<file path="config.mk">
export PLATFORM = sky130hd
export DESIGN_NAME = ro_meas_seq
export DESIGN_NICKNAME = d
export VERILOG_FILES = /design/src/rtl/ro_meas_pkg.sv /design/src/rtl/ro_meas_timer.sv /design/src/rtl/ro_meas_seq.sv
export SDC_FILE = /design/constraint.sdc
export NUM_CORES = 1
export LEC_CHECK = 0
export ABC_CLOCK_PERIOD_IN_PS = 3500
export BUFFER_PORTS_ARGS = -buffer_cell sky130_fd_sc_hd__buf_2
export CAP_MARGIN = 5
export CORE_MARGIN = 5
export CORE_UTILIZATION = 35
export CTS_BUF_LIST = sky130_fd_sc_hd__clkbuf_4
export DETAILED_ROUTE_END_ITERATION = 7
export PLACE_DENSITY = 0.65
export SLEW_MARGIN = 20
export SYNTH_ARGS = -nofsm -noshare
export SYNTH_HDL_FRONTEND = slang
export SYNTH_SLANG_ARGS = --single-unit
</file>
<file path="constraint.sdc">
create_clock -name clk -period 3.5 [get_ports clk]
set_clock_uncertainty 0.2 [all_clocks]
set_input_delay 0.175 -clock clk [delete_from_list [all_inputs] [get_ports clk]]
set_output_delay 0.175 -clock clk [all_outputs]
set_load 0.05 [all_outputs]
</file>
<file path="src/rtl/ro_meas_pkg.sv">
// Shared definitions for the ring-oscillator measurement sequencer.
// The state codes are visible on the seq_state port, so they are fixed.
package ro_meas_pkg;

  localparam int DEFAULT_CNT_W = 32;

  typedef enum logic [2:0] {
    ST_IDLE   = 3'd0,
    ST_CLEAR  = 3'd1,
    ST_SETTLE = 3'd2,
    ST_COUNT  = 3'd3,
    ST_REPORT = 3'd4,
    ST_HOLD   = 3'd5
  } seq_state_e;

endpackage

</file>
<file path="src/rtl/ro_meas_timer.sv">
// Loadable down-counter that times the settle and count phases.
// Load has priority over decrement, and the counter saturates at zero.
module ro_meas_timer
  import ro_meas_pkg::*;
#(
  parameter int CNT_W = DEFAULT_CNT_W
) (
  input  logic             clk,
  input  logic             rst,
  input  logic             load,
  input  logic             dec,
  input  logic [CNT_W-1:0] load_val,
  output logic             zero
);

  logic [CNT_W-1:0] count_q;

  // NOTE: sequential state uses non-blocking assignments only, so every
  // register samples pre-edge values regardless of process ordering.
  always_ff @(posedge clk) begin
    if (rst) begin
      count_q <= '0;
    end else if (load) begin
      count_q <= load_val;
    end else if (dec && (count_q != '0)) begin
      count_q <= count_q - CNT_W'(1);
    end
  end

  assign zero = (count_q == '0);

endmodule

</file>
<file path="src/rtl/ro_meas_seq.sv">
// Ring-oscillator measurement sequencer: select, clear, settle, count, report.
// Sweep mode walks every channel back-to-back before parking in HOLD.
module ro_meas_seq
  import ro_meas_pkg::*;
#(
  parameter int CNT_W  = DEFAULT_CNT_W,
  parameter int NUM_CH = 4,
  parameter int CH_W   = 2
) (
  input  logic              clk,
  input  logic              rst,
  input  logic              start,
  input  logic              sweep,
  input  logic [CH_W-1:0]   ch_sel,
  input  logic [CNT_W-1:0]  cfg_settle,
  input  logic [CNT_W-1:0]  cfg_window,
  output logic [NUM_CH-1:0] ro_en,
  output logic              counterrst,
  output logic              counteren,
  output logic              result_valid,
  output logic [CH_W-1:0]   result_ch,
  output logic              busy,
  output logic              done,
  output logic [2:0]        seq_state
);

  localparam logic [CH_W-1:0] LAST_CH = CH_W'(NUM_CH - 1);

  seq_state_e       state_q, state_d;
  logic [CH_W-1:0]  ch_q, ch_d;
  logic [CNT_W-1:0] settle_l, window_l;
  logic             sweep_l;
  logic [CH_W-1:0]  ch_sel_l;

  logic             tmr_load, tmr_dec, tmr_zero;
  logic [CNT_W-1:0] tmr_val;

  // A phase of N cycles loads N-1; zero length is stretched to one cycle.
  function automatic logic [CNT_W-1:0] phase_load(input logic [CNT_W-1:0] len);
    return (len == '0) ? '0 : len - CNT_W'(1);
  endfunction

  function automatic logic [CH_W-1:0] clamp_ch(input logic [CH_W-1:0] c);
    return (int'(c) >= NUM_CH) ? LAST_CH : c;
  endfunction

  ro_meas_timer #(.CNT_W(CNT_W)) u_timer (
    .clk      (clk),
    .rst      (rst),
    .load     (tmr_load),
    .dec      (tmr_dec),
    .load_val (tmr_val),
    .zero     (tmr_zero)
  );

  always_ff @(posedge clk) begin
    if (rst) begin
      state_q  <= ST_IDLE;
      ch_q     <= '0;
      settle_l <= '0;
      window_l <= '0;
      sweep_l  <= 1'b0;
      ch_sel_l <= '0;
    end else begin
      state_q <= state_d;
      ch_q    <= ch_d;
      // Configuration tracks the inputs only while idle and not yet started.
      if (state_q == ST_IDLE && !start) begin
        settle_l <= cfg_settle;
        window_l <= cfg_window;
        sweep_l  <= sweep;
        ch_sel_l <= ch_sel;
      end
    end
  end

  // NOTE: every signal driven here gets a default first, so no path through
  // the case statement can leave one unassigned and infer a latch.
  always_comb begin
    state_d  = state_q;
    ch_d     = ch_q;
    tmr_load = 1'b0;
    tmr_dec  = 1'b0;
    tmr_val  = '0;
    case (state_q)
      ST_IDLE: begin
        if (start) begin
          state_d = ST_CLEAR;
          ch_d    = sweep_l ? '0 : clamp_ch(ch_sel_l);
        end
      end
      ST_CLEAR: begin
        if (!start) begin
          state_d = ST_IDLE;
        end else begin
          state_d  = ST_SETTLE;
          tmr_load = 1'b1;
          tmr_val  = phase_load(settle_l);
        end
      end
      ST_SETTLE: begin
        if (!start) begin
          state_d = ST_IDLE;
        end else if (tmr_zero) begin
          state_d  = ST_COUNT;
          tmr_load = 1'b1;
          tmr_val  = phase_load(window_l);
        end else begin
          tmr_dec = 1'b1;
        end
      end
      ST_COUNT: begin
        if (!start) begin
          state_d = ST_IDLE;
        end else if (tmr_zero) begin
          state_d = ST_REPORT;
        end else begin
          tmr_dec = 1'b1;
        end
      end
      ST_REPORT: begin
        if (!start) begin
          state_d = ST_IDLE;
        end else if (sweep_l && (ch_q != LAST_CH)) begin
          state_d = ST_CLEAR;
          ch_d    = ch_q + CH_W'(1);
        end else begin
          state_d = ST_HOLD;
        end
      end
      ST_HOLD: begin
        if (!start) state_d = ST_IDLE;
      end
      default: state_d = ST_IDLE;
    endcase
  end

  always_comb begin
    counterrst   = (state_q == ST_IDLE) || (state_q == ST_CLEAR);
    counteren    = (state_q == ST_COUNT);
    result_valid = (state_q == ST_REPORT);
    busy         = (state_q != ST_IDLE) && (state_q != ST_HOLD);
    done         = (state_q == ST_HOLD);
    result_ch    = ch_q;
    seq_state    = state_q;
    for (int i = 0; i < NUM_CH; i++) begin
      ro_en[i] = ((state_q == ST_CLEAR) || (state_q == ST_SETTLE) ||
                  (state_q == ST_COUNT)) && (int'(ch_q) == i);
    end
  end

endmodule
</file>
== After elaboration in Yosys (flattened, before gate mapping) ==
Index checks and enable logic that the tools add are counted.

* Equal/unequal tests: 16
* Reductions and logical operators: 24
* Add/subtract/negate cells: 4
* Multiplexer cells: 30

{| class="wikitable"
|+ Operators by type and width
! cell !! number
|-
| $mux W32 || 7
|-
| $logic_not A32 Y1 || 3
|-
| $sub A32 B1 Y32 const B || 3
|-
| $pmux W32 S2 || 1
|-
| $reduce_bool A32 Y1 || 1
|-
| $mux W3 || 8
|-
| $pmux W3 S6 || 1
|-
| $mux W2 || 5
|-
| $logic_and A1 B1 Y1 || 8
|-
| $ne A2 B2 Y1 const B || 4
|-
| $reduce_and A4 Y1 || 2
|-
| $eq A3 B2 Y1 const B || 2
|-
| $eq A3 B3 Y1 const B || 2
|-
| $mux W1 || 6
|-
| $ne A3 B3 Y1 const B || 2
|-
| $eq A2 B2 Y1 const B || 2
|-
| $pmux W2 S2 || 1
|-
| $reduce_bool A2 Y1 || 2
|-
| $eq A3 B1 Y1 const B || 1
|-
| $logic_not A3 Y1 || 1
|-
| $logic_or A1 B1 Y1 || 3
|-
| $ne A3 B2 Y1 const B || 1
|-
| $reduce_bool A3 Y1 || 1
|-
| $add A2 B1 Y2 const B || 1
|-
| 6 further kinds || 6
|}

* Output and inout bits: 14
* Flip-flop bits (word level): 104
* Word-level logic and storage cells: 81
* Input bits: 70

== Longest topological paths before layout ==
* Depth after elaboration: 7
* Gate-level depth with buffers: 12
* Depth with buffers taken out: 9

== By module ==
From an unflattened synthesis, not the netlist that was laid out.

* Cells, all modules: 830
* Area total of the unflattened synthesis: 6364.9 um^2

{| class="wikitable"
|+ By module, submodules not included
! module !! area each (um^2) !! times used !! seq. area each (um^2) !! cells an instance
|-
| ro_meas_seq || 4300.4 || 1 || 1441.4 || 584
|-
| ro_meas_timer || 2064.5 || 1 || 640.6 || 246
|}

== Worst setup path after synthesis ==
OpenSTA, ideal clock, no wires.

* Path type: register to register
* Start: register state_q[2], in the netlist seq_state[2]
* End: register u_timer.count_q[4]
* Library setup time: 92 ps
* Path buffers: 3
* Cell stages (with the launch flop): 10
* Data arrival time: 2676 ps
* Period minus slack after synthesis: 2968 ps
* Required time: 3208 ps
* Slack: 532 ps
* Cells stage by stage: dfxtp_1 clkbuf_1 nor2_1 nand3_1 or2_1 buf_6 buf_6 o22ai_2 nor2_1 nor4_1

* Word-level cells in the longest chain between the ends: 5
* Elaborated cells between the ends (all ways): 10
* Classes of those cells: eq/ne (3); mux (4); reduce/logical (3)

{| class="wikitable"
|+ RTL lines
! item !! RTL line !! RTL
|-
| from (decl) || ro_meas_seq.sv:29 || <nowiki>seq_state_e state_q, state_d;</nowiki>
|-
| from (signal assigned) || ro_meas_seq.sv:65 || <nowiki>state_q <= state_d;</nowiki>
|-
| $eq A3 B2 Y1 || ro_meas_seq.sv:85 || <nowiki>case (state_q)</nowiki>
|-
| $reduce_or A2 Y1 (no source line) || n/a ||
|-
| $mux W1 || n/a ||
|-
| $logic_and A1 B1 Y1 || ro_meas_timer.sv:25 || <nowiki>end else if (dec && (count_q != '0)) begin</nowiki>
|-
| $reduce_bool A2 Y1 (no source line) || n/a ||
|-
| to (signal assigned) || ro_meas_timer.sv:24 || <nowiki>count_q <= load_val;</nowiki>
|-
| to (signal assigned) || ro_meas_timer.sv:26 || <nowiki>count_q <= count_q - CNT_W'(1);</nowiki>
|-
| to (decl) || ro_meas_timer.sv:16 || <nowiki>logic [CNT_W-1:0] count_q;</nowiki>
|}

Parallel ways exist; a longest one is shown, timed or not.
A chain may end at the register's enable or synchronous reset.

== Worst setup path in the final report ==
* Start: register u_timer.count_q[0]
* End: register u_timer.count_q[12]

* Word-level cells in the longest chain between the ends: 6
* Elaborated cells between the ends (all ways): 16
* Classes of those cells: add/sub (1); mux (11); reduce/logical (4)

{| class="wikitable"
|+ RTL lines
! item
|-
| parallel branches: the longest is 6 deep, another holds $sub A32 B1 Y32
|}

Parallel ways; which one is timed is not known. The select of a mux whose other input is x is not followed.

==> run metrics <==
post_cts resized 0; clk slew on worst S/H paths 0.17 ns; Tmin final 3.09 ns; Final ANT Viol Nets 0; EDFF count, synth 0; vias in the first global route 5861; Pleak 3.03 nW; hold_ws 0.241 ns; pin count of the biggest net entering global routing 68; period utilisation layout 88.4%; top_reg_cell synth dfxtp_1; Routed Wire Length 17600 µm; CP Max Fanout 16; relative max-transition margin 51.0%; routed vias/inst 5.18; CTS H-tree depth 3; vias 6132; Die Ht 141 µm; Hold Crit Depth 4; routed wire length per instance 14.9 µm; Cell variety after synth 63; mean post-synth cell area 7.51 µm²; Hold Fails Final Rpt 0; antenna violations before repair 1; Worst-Skew Late Latency 0.49 ns; status complete, no violations; layout cells sized above 1 14.9%; CTS tree done; Mapped Nets 880; largest cells by area after synthesis dfxtp_1 35%, nand2_1 11%, a21oi_1 7.4%, nor2_1 5.2%, xnor2_1 5.1%; commonest non-fill, non-tap cells in the layout 174 x nand2_1, 104 x dfxtp_1, 89 x a21oi_1, 86 x dlygate4sd3_1, 84 x nor2_1; I/O pin total 84; total global routing track utilization 18.0%; # port buffers 83; asr flop ratio synth 0%; most common cell after layout, fill and taps aside nand2_1; Post-Syn Area 6020 µm²; Worst Reg2Reg Path Length in Cells 10; Setup CP Type register to register; dpl hpwl 11900 µm; Num CTS Buffers 9; area grow syn2layout 26.6%; Filler Cells Inserted 1697; setup TNS 0 ns; RSZ-0062 raised after global routing false; TritonRoute pass-1 iters 5; Starting Density 35.3%; row count 48; gr ovfl total 0; power density over the cells 401 nW/µm²; Hold Crit Class primary input to register; Remaining DRCs 0; clock buffer depth 2; clock sinks 104; max-slew violations 0; Placed Area 6640 µm²; die width 141 µm; Synth top area share 34.6%; MaxCap Viol Count 0; Final setup viols 0; fmax 0.323 GHz; core footprint 17100 µm²; layout net count 1029; maximum vdd drop 218 µV; CP arrival 3.30 ns; Synth warnings 0; first-pass GRT wire length 29400 µm; post-synthesis sequential area ratio 34.6%; Synth area leader dfxtp_1; Worst Tran Pin Value 0.716 ns; total power 0.00306 W; Starting DRT DRC Count 341; Root Driver clkbuf_4; Placer Congestion 0.862; fin area 7620 µm²; DIE AREA 19900 µm²; CP Capture Type register; Worst Path Required 3.71 ns; Syn Inst Count 802; Yosys reg bits 104; crit path launch type register
cells in the mapped netlist (6+ instances only):
library cell and count:
nand2_1 175, dfxtp_1 104, a21oi_1 89, nor2_1 84, nor4_1 36, nor3_1 35
xnor2_1 35, clkbuf_1 34, xor2_1 33, o22ai_1 11, inv_1 10, a31oi_1 9
ha_1 8, nand3_1 8, or3_1 8, and2_1 7, nand2b_1 7, nand4_1 7
or4_1 7, buf_2 6
layer usage:
metal  GRT usage, %  vias to the layer above  wire length, µm
met3           2.99                       28              929
met2           29.2                      167             7850
met1           24.2                     2821             8410
met4           6.32                        0              384
li1               -                     3116                -
met5              0                        -                0
layout make-up:
type | count | area [µm²] | share of cell area [%]
Timing Repair Buffer | 184 | 1400 | 18.4
Multi-Input combinational cell | 642 | 3700 | 48.5
Clock inverter | 7 | 46.3 | 0.607
Tap cell | 225 | 282 | 3.69
Antenna cell | 2 | 5.00 | 0.0656
Sequential cell | 104 | 2080 | 27.3
Clock buffer | 9 | 67.6 | 0.886
Inverter | 10 | 37.5 | 0.492
final timing paths:
kind	slack, ns	end	startpoint
max reg2reg	0.41	u_timer.count_q[12]	u_timer.count_q[0]
min reg2reg	0.27	ch_sel_l[1]	ch_sel_l[1]
min	0.24	settle_l[7]	cfg_settle[7]
max	0.41	u_timer.count_q[12]	u_timer.count_q[0]
kinds of logic (layout without fill, tap and decap cells):
logic type	Yosys count	count (layout)	share of synthesized area (%)
compound gates	150	150	16.1
flops	104	104	34.6
xor+xnor	68	68	9.89
buf+inv	56	210	4.11
other cells	0	2	0
fa+ha+maj	8	8	1.66
mux	2	2	0.374
simple gates	414	414	33.3
flip-flops by register name (all words and copies together), names as in the netlist:
register / count
ch_sel_l: 2
result_ch: 2
seq_state: 3
settle_l: 32
sweep_l: 1
u_timer.count_q: 32
window_l: 32
worst max-delay path, cell delays in order, from the launching register on:
cell and delay, ns:
dfxtp_1 0.36, inv_1 0.08, ha_1 0.19, nor3b_2 0.32, and4_1 0.43, nand4_4 0.21, or4_1 0.44, buf_4 0.21
o22ai_1 0.24, nor2_1 0.09, nor4_1 0.25
metrics by stage:
stage / utilization (%) / setup slack, ns / cells
4_1_cts: 44.7 / 0.446 / 1181
3_3_place_gp: 39.0 / 0.541 / 1079
3_5_place_dp: 39.0 / 0.442 / 1079
6_report: 44.7 / 0.406 / 1183
5_1_grt: 44.7 / 0.215 / 1182
2_1_floorplan: - / 0.532 / 802
where the power goes:
part	switching, W	total, W	internal, W
registers	0.000106	0.00137	0.00127
logic	0.000644	0.00110	0.000459
clock network	0.000436	0.000582	0.000147
total	0.00119	0.00306	0.00187
what timing repair did:
item,4_1_cts,5_1_grt
setup buffers,0,0
hold endpoints to repair,83,0
hold buffers,86,0
(Power assumes the default switching activity.)
